<file path="src/rtl/pci_master_if.sv">
// PCI initiator: requests the bus, runs one address phase and 1..MAX_BURST data phases,
// then releases FRAME#/IRDY#. Master-aborts when no target claims within DEVSEL_TIMEOUT clocks.
module pci_master_if #(
    parameter int MAX_BURST      = 4,
    parameter int DEVSEL_TIMEOUT = 5
) (
    input  logic        clk,
    input  logic        rst_n,
    input  logic        start,
    input  logic [3:0]  cmd,
    input  logic [31:0] addr,
    input  logic [2:0]  len,
    input  logic [31:0] wdata,
    output logic [2:0]  data_idx,
    output logic        data_ack,
    output logic [31:0] rdata,
    output logic        busy,
    output logic        done,
    output logic        abort,
    output logic        req_n,
    input  logic        gnt_n,
    output logic        frame_n,
    output logic        irdy_n,
    input  logic        trdy_n,
    input  logic        devsel_n,
    output logic [31:0] ad_out,
    output logic        ad_oe,
    input  logic [31:0] ad_in,
    output logic [3:0]  cbe_n
);

    localparam int CNT_W = $clog2(DEVSEL_TIMEOUT + 1);

    typedef enum logic [2:0] {IDLE, REQ, ADDR, DATA, TURN} state_t;

    state_t             state, state_nx;
    logic [3:0]         cmd_q, cmd_nx;
    logic [31:0]        addr_q, addr_nx;
    logic [2:0]         last_q, last_nx;
    logic [CNT_W-1:0]   dcnt_q, dcnt_nx;
    logic               dsel_q, dsel_nx;
    logic [31:0]        ad_out_q, ad_out_nx;

    logic               req_n_nx, frame_n_nx, irdy_n_nx, ad_oe_nx;
    logic [3:0]         cbe_n_nx;
    logic               busy_nx, done_nx, abort_nx, data_ack_nx;
    logic [31:0]        rdata_nx;
    logic [2:0]         data_idx_nx;

    logic               complete, is_last, timeout;

    // Index of the final data phase after applying the 0->1 and MAX_BURST clamps.
    function automatic logic [2:0] last_index(input logic [2:0] l);
        if (l == 3'd0)
            return 3'd0;
        if (int'(l) > MAX_BURST)
            return 3'(MAX_BURST - 1);
        return l - 3'd1;
    endfunction

    assign complete = (state == DATA) && !irdy_n && !trdy_n;
    assign is_last  = (data_idx == last_q);
    assign timeout  = (state == DATA) && !complete && devsel_n && !dsel_q &&
                      (dcnt_q == CNT_W'(DEVSEL_TIMEOUT - 1));

    // Write data is steered straight from local logic while data phases run.
    assign ad_out = (state == DATA && cmd_q[0]) ? wdata : ad_out_q;

    always_ff @(posedge clk or negedge rst_n) begin
        if (!rst_n) begin
            state    <= IDLE;
            cmd_q    <= 4'h0;
            last_q   <= 3'd0;
            dcnt_q   <= '0;
            dsel_q   <= 1'b0;
            ad_out_q <= 32'h0;
            req_n    <= 1'b1;
            frame_n  <= 1'b1;
            irdy_n   <= 1'b1;
            ad_oe    <= 1'b0;
            cbe_n    <= 4'hF;
            busy     <= 1'b0;
            done     <= 1'b0;
            abort    <= 1'b0;
            data_ack <= 1'b0;
            rdata    <= 32'h0;
            data_idx <= 3'd0;
        end else begin
            state    <= state_nx;
            cmd_q    <= cmd_nx;
            last_q   <= last_nx;
            dcnt_q   <= dcnt_nx;
            dsel_q   <= dsel_nx;
            ad_out_q <= ad_out_nx;
            req_n    <= req_n_nx;
            frame_n  <= frame_n_nx;
            irdy_n   <= irdy_n_nx;
            ad_oe    <= ad_oe_nx;
            cbe_n    <= cbe_n_nx;
            busy     <= busy_nx;
            done     <= done_nx;
            abort    <= abort_nx;
            data_ack <= data_ack_nx;
            rdata    <= rdata_nx;
            data_idx <= data_idx_nx;
        end
    end

    always_ff @(posedge clk) begin
        addr_q <= addr_nx;
    end

    always_comb begin
        state_nx = state;
        case (state)
            IDLE:    if (start) state_nx = REQ;
            REQ:     if (!gnt_n) state_nx = ADDR;
            ADDR:    state_nx = DATA;
            DATA:    if ((complete && is_last) || timeout) state_nx = TURN;
            TURN:    state_nx = IDLE;
            default: state_nx = IDLE;
        endcase
    end

    always_comb begin
        cmd_nx      = cmd_q;
        addr_nx     = addr_q;
        last_nx     = last_q;
        dcnt_nx     = dcnt_q;
        dsel_nx     = dsel_q;
        ad_out_nx   = ad_out_q;
        req_n_nx    = req_n;
        frame_n_nx  = frame_n;
        irdy_n_nx   = irdy_n;
        ad_oe_nx    = ad_oe;
        cbe_n_nx    = cbe_n;
        busy_nx     = busy;
        done_nx     = 1'b0;
        abort_nx    = 1'b0;
        data_ack_nx = 1'b0;
        rdata_nx    = rdata;
        data_idx_nx = data_idx;
        case (state)
            IDLE: begin
                if (start) begin
                    cmd_nx   = cmd;
                    addr_nx  = addr;
                    last_nx  = last_index(len);
                    req_n_nx = 1'b0;
                    busy_nx  = 1'b1;
                end
            end
            REQ: begin
                if (!gnt_n) begin
                    frame_n_nx = 1'b0;
                    ad_oe_nx   = 1'b1;
                    ad_out_nx  = addr_q;
                    cbe_n_nx   = cmd_q;
                    req_n_nx   = 1'b1;
                end
            end
            ADDR: begin
                irdy_n_nx = 1'b0;
                cbe_n_nx  = 4'b0000;
                dcnt_nx   = '0;
                dsel_nx   = 1'b0;
                if (!cmd_q[0])
                    ad_oe_nx = 1'b0;
                if (last_q == 3'd0)
                    frame_n_nx = 1'b1;
            end
            DATA: begin
                if (!devsel_n)
                    dsel_nx = 1'b1;
                if (complete) begin
                    data_ack_nx = 1'b1;
                    data_idx_nx = data_idx + 3'd1;
                    if (!cmd_q[0])
                        rdata_nx = ad_in;
                    if (is_last) begin
                        frame_n_nx = 1'b1;
                        irdy_n_nx  = 1'b1;
                        ad_oe_nx   = 1'b0;
                        cbe_n_nx   = 4'hF;
                        done_nx    = 1'b1;
                    end else if ((data_idx + 3'd1) == last_q) begin
                        frame_n_nx = 1'b1;
                    end
                end else if (timeout) begin
                    frame_n_nx = 1'b1;
                    irdy_n_nx  = 1'b1;
                    ad_oe_nx   = 1'b0;
                    cbe_n_nx   = 4'hF;
                    done_nx    = 1'b1;
                    abort_nx   = 1'b1;
                end else if (devsel_n && !dsel_q) begin
                    dcnt_nx = dcnt_q + 1'b1;
                end
            end
            TURN: begin
                data_idx_nx = 3'd0;
                busy_nx     = 1'b0;
            end
            default: ;
        endcase
    end

endmodule

</file>
<file path="config.mk">
export PLATFORM = sky130hd
export DESIGN_NAME = pci_master_if
export DESIGN_NICKNAME = d
export VERILOG_FILES = /design/src/rtl/pci_master_if.sv
export SDC_FILE = /design/constraint.sdc
export NUM_CORES = 1
export LEC_CHECK = 0
export CORE_MARGIN = 2
export CORE_UTILIZATION = 41
export CTS_CLUSTER_DIAMETER = 40
export DETAILED_ROUTE_END_ITERATION = 6
export PLACE_DENSITY = 0.77
export SYNTH_ARGS = -nofsm -noshare
export SYNTH_HDL_FRONTEND = slang
export SYNTH_SLANG_ARGS = --single-unit
export TNS_END_PERCENT = 20
</file>
<file path="constraint.sdc">
create_clock -name clk -period 1.86 [get_ports clk]
set_input_delay 0.372 -clock clk [delete_from_list [all_inputs] [get_ports clk]]
set_output_delay 0.372 -clock clk [all_outputs]
set_load 0.02 [all_outputs]
</file>
Word level (Yosys, flattened, before mapping)

Index checks and enable logic that the tools add are counted.

Input port bits: 109
Word-level logic and storage cells: 136
RAM bits: 0
Register bits: 125
Bits in latches: 0
Memory bits (read-only): 0
Memories kept: 0
Output and inout bits: 79

Eq/ne operators: 20
$mul: 0
Reductions and logical operators: 35
Shift-type cells: 0
Bitwise logic cells: 2
Divide/modulo/power cells: 0
Muxes and demuxes: 57
Order comparisons: 1
Add/sub/neg operators: 3

Operators with widths:

| kind                                                | number |
|---|---|
| 2-to-1 mux 3 bit                                    | 11 |
| 2-to-1 mux 32 bit                                   | 1 |
| 2-to-1 mux 1 bit                                    | 31 |
| 2-to-1 mux 4 bit                                    | 4 |
| != test 2 bit, second input constant                | 8 |
| one-hot mux 3 bit (2 select lines)                  | 2 |
| one-hot mux 3 bit (4 select lines)                  | 1 |
| one-hot mux 4 bit (3 select lines)                  | 1 |
| AND reduction 3 bit                                 | 4 |
| AND reduction 2 bit                                 | 5 |
| AND reduction 5 bit                                 | 2 |
| logical AND 1 bit                                   | 9 |
| logical NOT 3 bit                                   | 3 |
| one-hot mux 1 bit (2 select lines)                  | 4 |
| AND reduction 4 bit                                 | 2 |
| nonzero test 2 bit                                  | 4 |
| adder 3 x 1 -> 3 bit, second input constant         | 2 |
| equality test 3 x 2 -> 1 bit, second input constant | 2 |
| equality test 3 bit                                 | 2 |
| equality test 3 bit, second input constant          | 2 |
| != test 3 bit, second input constant                | 2 |
| one-hot mux 1 bit (3 select lines)                  | 2 |
| logical NOT 1 bit                                   | 4 |
| != test 2 x 1 -> 1 bit, second input constant       | 2 |
| 7 further kinds                                     | 8 |

Longest topological paths before layout

Word-level depth: 11
Gate-level depth with buffers: 7
Gate-level depth less buffers: 6

Least setup slack after synthesis

Ideal clock, no wire load.

Path kind: register to register
From: reg state[0]
To: reg cmd_q[1]
Clock period less this slack: 1934 ps
Stages on the path, launching flop included: 5
Required time: 1735 ps
Slack: -74 ps
Setup time: 125 ps
Data arrival time: 1809 ps
Path buffers: 2
Path through: dfrtp_1 > buf_6 > nor4b_2 > buf_2 > mux2_2

Word-level cells in the longest chain between the ends: 2

Ends and longest elaborated chain:

| item                          | RTL line | RTL |
|---|---|---|
| from (decl)                   | 36       | `state_t state, state_nx;` |
| from (signal assigned)        | 89       | `state <= state_nx;` |
| logical NOT 3 bit             | 143      | `case (state)` |
| AND reduction 2 bit (no line) | --       |  |
| to (signal assigned)          | 90       | `cmd_q <= cmd_nx;` |
| to (decl)                     | 37       | `logic [3:0] cmd_q, cmd_nx;` |

Every way passes these cells.
A chain may end at the register's enable or synchronous reset.

Worst setup path after layout

From: reg state[2]
To: out ad_out[1]

Word-level cells in the longest chain between the ends: 3

Ends and longest elaborated chain:

| item                         | RTL line | RTL |
|---|---|---|
| equality test 3 x 2 -> 1 bit | 67       | `assign ad_out = (state == DATA && cmd_q[0]) ? wdata : ad_out_q;` |
| logical AND 1 bit            | 67       |  |
| 2-to-1 mux 32 bit            | 67       |  |
| to (decl)                    | 26       | `output logic [31:0] ad_out,` |

Every way passes these cells.

==> reports/metrics.yaml <==
status: "finished with violations"
violations: "setup timing"
route.detailed.drc: 0
p_sw_uw: 5300
num_antenna_cells: 0
top_layer_used: "met4"
slowest_stage: "dfrtp_1"
syn-num-nets: 473
cap_violations: 0
antenna_found_initial: 0
nets: 699
cts-root-buf: "clkbuf_16"
row_count: 41
finalClockSkew_ns: 0.00494
timing.slew.headroom_pct: 65.8
maxSlewViolCount: 0
grt_pass1_vias: 4088
dpl.hpwl_um: 9500
port_buffers: 187
crit_chain: "and3b_2, nand2_4, buf_12, buf_16, mux2_4, buf_6"
rsz0062_at_grt: "yes"
synth_async_sr_flop_share_pct: 74.4
met1Wirelength_um: 5380
synth_top_cell_by_area: "dfrtp_1"
regArea_um2: 3300
grt_max_degree: 40
yosysWarnings: 0
peakVddDrop_v: 0.000889
clock_sinks: 125
synth_edf_count: 32
synth_top_area_share_pct: 40.6
htree_levels: 4
yosys-top-cells-area: "dfrtp_1, mux2_2, edfxtp_1, dfstp_2, buf_6"
coreArea_um2: 12600
fmax_mhz: 450
via_per_inst: 4.91
fp.dieH_um: 118
vias: 3778
drtAntennaViolNets: 0
cp-end-kind: "output pin"
yosysMostFrequentCell: "mux2_2"
ys_seq_elements: 125
crit_path_max_fanout: 6
tightest_slew_ns: 0.513
hold_viol_final: 0
dieArea_um2: 13900
syn_avg_cell_area_um2: 14.8
crit_path_max_incr_delay_ns: 0.36
synth_commonest_cells: "mux2_2, dfrtp_1, edfxtp_1"
period_share_pct: 120
worstSkewPairLatency_ns: 0.41
setup_viol: 32
wl_met3_um: 685
grt_remaining_overflow: 0
syn_to_final_growth_pct: 58.3
grt_usage_pct: 20.0
gp_congestion: 0.896
placed_area_um2: 7550
initial_core_util_pct: 42.0
first_iter_violations: 146
worst_ep_required_time_ns: 1.49
met2_length_um: 7040
post-route-util_pct: 66.6
holdCritPathClass: "flip-flop to flip-flop"
num-fill-cells: 967
arrival_ns: 1.85
p_seq_share_pct: 29.3
synth-main-ff-cell: "dfrtp_1"
synthCells: 359
io_pins: 188
drive_above_1_share_pct: 35.1
clk_pin_slew_ns: 0.06
grt_pass1_wl_um: 21600
power.internal_uw: 10300
wirelength_um: 13400
wl_per_cell_um: 17.4
power.clock.fraction_pct: 20.3
setup_slack_ns: -0.364
power-per-cell-area_nw_per_um2: 1850
drt_pass1_iterations: 4
cts_tree: "yes"
cts_buffer_depth: 2
syn_area_um2: 5310
yosysUniqueCellTypes: 45
power_frac_comb_pct: 50.5
critPathKind: "flip-flop to output pin"
yosysSeqAreaShare_pct: 62.1
numCtsBuffers: 17
multiInputGateArea_um2: 1940
min_period_ns: 2.22
fp.dieW_um: 118
fin_area_um2: 8400
critPathLaunchType: "flip-flop"
p_leak_uw: 0.00358
switching_share_pct: 34.0
==> cell usage in the layout (no fill, tap or decap), types with 6 or more instances in the layout <==
master and n:
clkdlybuf4s50_1 144, dfrtp_1 86, mux2_2 72, edfxtp_1 32
buf_6 32, mux2_4 26, buf_4 25, nor2_1 22
clkbuf_16 18, a21oi_1 13, inv_1 10, dlygate4sd2_1 10
buf_12 9, nand2_1 7, dfstp_2 7, nor3_1 6
==> metrics by stage <==
stage                     setup TNS, ns  total power [uW]  std cells  hold WS [ns]  setup WS, ns
after floorplan                  -0.719              8620        359        0.0764       -0.0240
after global placement           -11.87             11400        730         0.385        -0.237
after detailed placement         -13.90             11700        730         0.392        -0.270
after CTS                        -11.40             15700        769         0.465        -0.367
after global routing             -13.21             16300        770         0.483        -0.432
final                            -10.50             15600        770         0.457        -0.364
==> area by class of cell <==
cell class | instances | area share [%]
repair buffers | 224 | 27.7
well taps | 172 | 2.56
inverters | 10 | 0.447
multi-input cells | 207 | 23.1
clock buffers | 22 | 5.90
clock inverters | 10 | 1.01
flip-flops and latches | 125 | 39.3
==> path summary, 6_finish.rpt <==
check / from / to / slack (ns) / cells past startpoint
setup / recovery: state[2] / ad_out[1] / -0.36 / 6
hold / removal: addr_q[27] / ad_out_q[27] / 0.46 / 1
setup reg to reg: state[1] / ad_out_q[31] / 0.05 / 5
hold reg to reg: addr_q[27] / ad_out_q[27] / 0.46 / 1
max in group asynchronous: rst_n / rdata[29] / 0.83 / 3
min in group asynchronous: rst_n / cmd_q[1] / 0.50 / 2
==> routing by layer <==
metal  vias up  track usage (%)
li1       1748                -
met1      1880             23.0
met2       122             35.0
met3        28             5.81
met4         0             8.28
met5         -                0
==> state kept, by name (all words and copies together), names as in the netlist <==
name / count
last_q: 3
dcnt_q: 3
cbe_n: 4
rdata: 32
abort: 1
data_ack: 1
cmd_q: 4
addr_q: 32
req_n: 1
ad_out_q: 32
done: 1
irdy_n: 1
data_idx: 3
dsel_q: 1
frame_n: 1
ad_oe: 1
state: 3
busy: 1
==> power groups by stage <==
stage | sequential [uW] | combinational, uW | clock [uW]
finish | 4550 | 7850 | 3150
global route | 4700 | 8280 | 3360
CTS | 4570 | 7880 | 3230
detailed placement | 4590 | 7100 | 0
global placement | 4540 | 6900 | 0
floorplan | 5070 | 3550 | 0
==> kinds of logic (layout without fill, tap and decap cells) <==
| logic type | Yosys count | in the layout | share of synthesized area (%) |
|---|---|---|---|
| buffers and inverters | 27 | 266 | 3.37 |
| xor gates and xnor gates | 7 | 7 | 1.16 |
| DFF | 125 | 125 | 62.1 |
| muxes | 101 | 101 | 21.4 |
| and+or+nand+nor | 58 | 58 | 6.25 |
| adders and majority gates | 5 | 5 | 1.18 |
| AOI/OAI and AO/OA | 36 | 36 | 4.46 |
==> what timing repair did <==
| item | in CTS | in global routing |
|---|---|---|
| pin swaps | 2 | 0 |
| cloned | 3 | 0 |
| hold buffers | 1 | 0 |
| gates resized for setup | 231 | 4 |
| buffers inserted | 4 | 2 |
| endpoints found under the setup margin | 42 | 32 |
| endpoints found under the hold margin | 30 | 0 |
==> critical path, delay by kind of cell (launching register included) <==
family / cells / cell delay (ns)
buffers and inverters: 3 / 0.42
DFF: 1 / 0.36
and+or+nand+nor: 2 / 0.35
muxes: 1 / 0.31
Power figures use the tool's default switching activity.
==> RTL change: new RTL, config.mk and constraints unchanged <==
Set the parameter `DEVSEL_TIMEOUT` to 6 (it was 5).
--- a/src/rtl/pci_master_if.sv
+++ b/src/rtl/pci_master_if.sv
@@ -2,7 +2,7 @@
 // then releases FRAME#/IRDY#. Master-aborts when no target claims within DEVSEL_TIMEOUT clocks.
 module pci_master_if #(
     parameter int MAX_BURST      = 4,
-    parameter int DEVSEL_TIMEOUT = 5
+    parameter int DEVSEL_TIMEOUT = 6
 ) (
     input  logic        clk,
     input  logic        rst_n,
Behaviour: no difference found for any inputs over 4 cycles, from zero or initial values and one cycle with rst_n low; that may be too few to reach the edited logic, so the function may still have changed.
==> RTL change against the unedited design <==
- area after synthesis shrank 2.2%
- sequential cell count unchanged
- the run still ends with setup timing left
- clock skew is 0.0029 ns higher
- largest power group unchanged
- wire length down 7.9%
- final area decreased by 4.0%
- global-route usage is 1.3 points lower
- largest cell class unchanged
- worst setup slack better by 0.016 ns
- first-iteration DRC count rose by 8.9%
- sequential share of layout area up 1.6 points
- power fell by 8.4%
==> RTL change: results (changes against the unedited design) <==
The flow ran to the end, but the final reports show violations. The final reports fail on setup timing. The wire length of the first global-routing pass is 18.9 mm (-12%). The setup TNS after final layout came out at -10.47 ns (+0.0298 ns). The total number of vias was 3549 (-6.1%). The peak ir drop on the vdd network was 0.830 mV (-6.6%). The final setup slack of the worst path is -0.348 ns (+0.0157 ns). The fraction of the mapped netlist area in compound gates came out at 0.0335 (-0.0111).

The weighted congestion reported at the end of routability-driven placement is 0.792 (-12%). The biggest fanout along the worst timing path is 11 (+5). The sequential logic power was 4.45 mW (-2%).

The final HPWL from detailed placement is 8.60 mm (-9.5%). The count of filler cells inserted in the layout came out at 943 (-2.5%). By area the synthesized netlist is led by sky130_fd_sc_hd__dfrtp_1, sky130_fd_sc_hd__mux2_2, sky130_fd_sc_hd__edfxtp_1. The fraction of the mapped netlist area in adder cells came out at 0.0121 (+0.000264). The via count of the first global-routing pass is 3748 (-8.3%). The ratio of cells with drive above 1 in the final layout is 0.352 (+0.000746). The post-synthesis xor/xnor area fraction came out at 0.0118 (+0.000259). The sum of routed wire length over all layers came out at 12.3 mm (-7.9%).

The combined global-route utilization of all metal layers is 0.188 (-0.0127). The final number of setup-violating endpoints came to 35 (+9.4%). The number of design-rule violations left by the first detailed-router iteration came out at 159 (+8.9%). The pin count of the biggest net entering global routing came to 94 (+140%). The portion of the post-synthesis area used by sequential elements is 0.635 (+0.0139). The normalized max-slew margin was 0.622 (-0.0359). Counting instances in the post-synthesis netlist gives the leading cell types as sky130_fd_sc_hd__mux2_2, sky130_fd_sc_hd__dfrtp_1, sky130_fd_sc_hd__edfxtp_1, sky130_fd_sc_hd__nor2_1. The total leakage power is 3.35 nW (-6.3%). The total combinational power came out at 6.58 mW (-16%). The final worst clock skew is 0.00786 ns (+0.00292 ns).
## RTL change: worst paths after layout
check / slack (ns) / to / cells after the start / startpoint
worst max register to register: -0.01 / rdata[23] / 6 / state[2]
worst min-delay path: 0.004 / ad_out_q[10] / 2 / rst_n
max in group asynchronous: 1.45 / irdy_n / 2 / rst_n
worst min register to register: 0.47 / ad_out_q[1] / 1 / addr_q[1]
worst max-delay path: -0.35 / ad_out[12] / 5 / state[2]
min in group clk: 0.47 / ad_out_q[1] / 1 / addr_q[1]
## RTL change: per-layer routing
layer / global-route usage / share of wire / wire length, um
met5: 0 / 0 / 0
met4: 0.0794 / 0.018 / 223
met3: 0.0550 / 0.067 / 823
met2: 0.321 / 0.51 / 6250
met1: 0.221 / 0.41 / 5030
## RTL change: what timing repair did
action / in CTS / in global routing
gates cloned: 2 / 0
endpoints found under the hold margin: 0 / 0
hold buffers: 0 / 0
gates resized for setup: 163 / 9
endpoints found under the setup margin: 40 / 67
## RTL change: stage by stage
step,cells,total power [mW],area (um2),setup slack (ns),utilization
2_1_floorplan,346,8.11,5230,-0.249,-
3_3_place_gp,712,10.9,7470,-0.263,0.599
3_5_place_dp,712,11.1,7470,-0.324,0.599
4_1_cts,746,14.4,8040,-0.361,0.645
5_1_grt,746,15.0,8060,-0.404,0.647
6_report,746,14.3,8060,-0.348,0.647
## RTL change: area by class of cell
class	instances	area, um2	share of cell area
sequential	125	3300	0.409
multi-input combinational	196	1830	0.228
inverter	11	41.3	0.00512
timing repair buffer	210	2090	0.259
clock inverter	11	118	0.0146
tap	172	215	0.0267
clock buffer	21	470	0.0584
## RTL change: cells by family after synthesis
family	Yosys count
muxes	108
DFF	125
buffers and inverters	25
adders and majority gates	5
and+or+nand+nor	50
xor gates and xnor gates	7
AOI/OAI and AO/OA	26
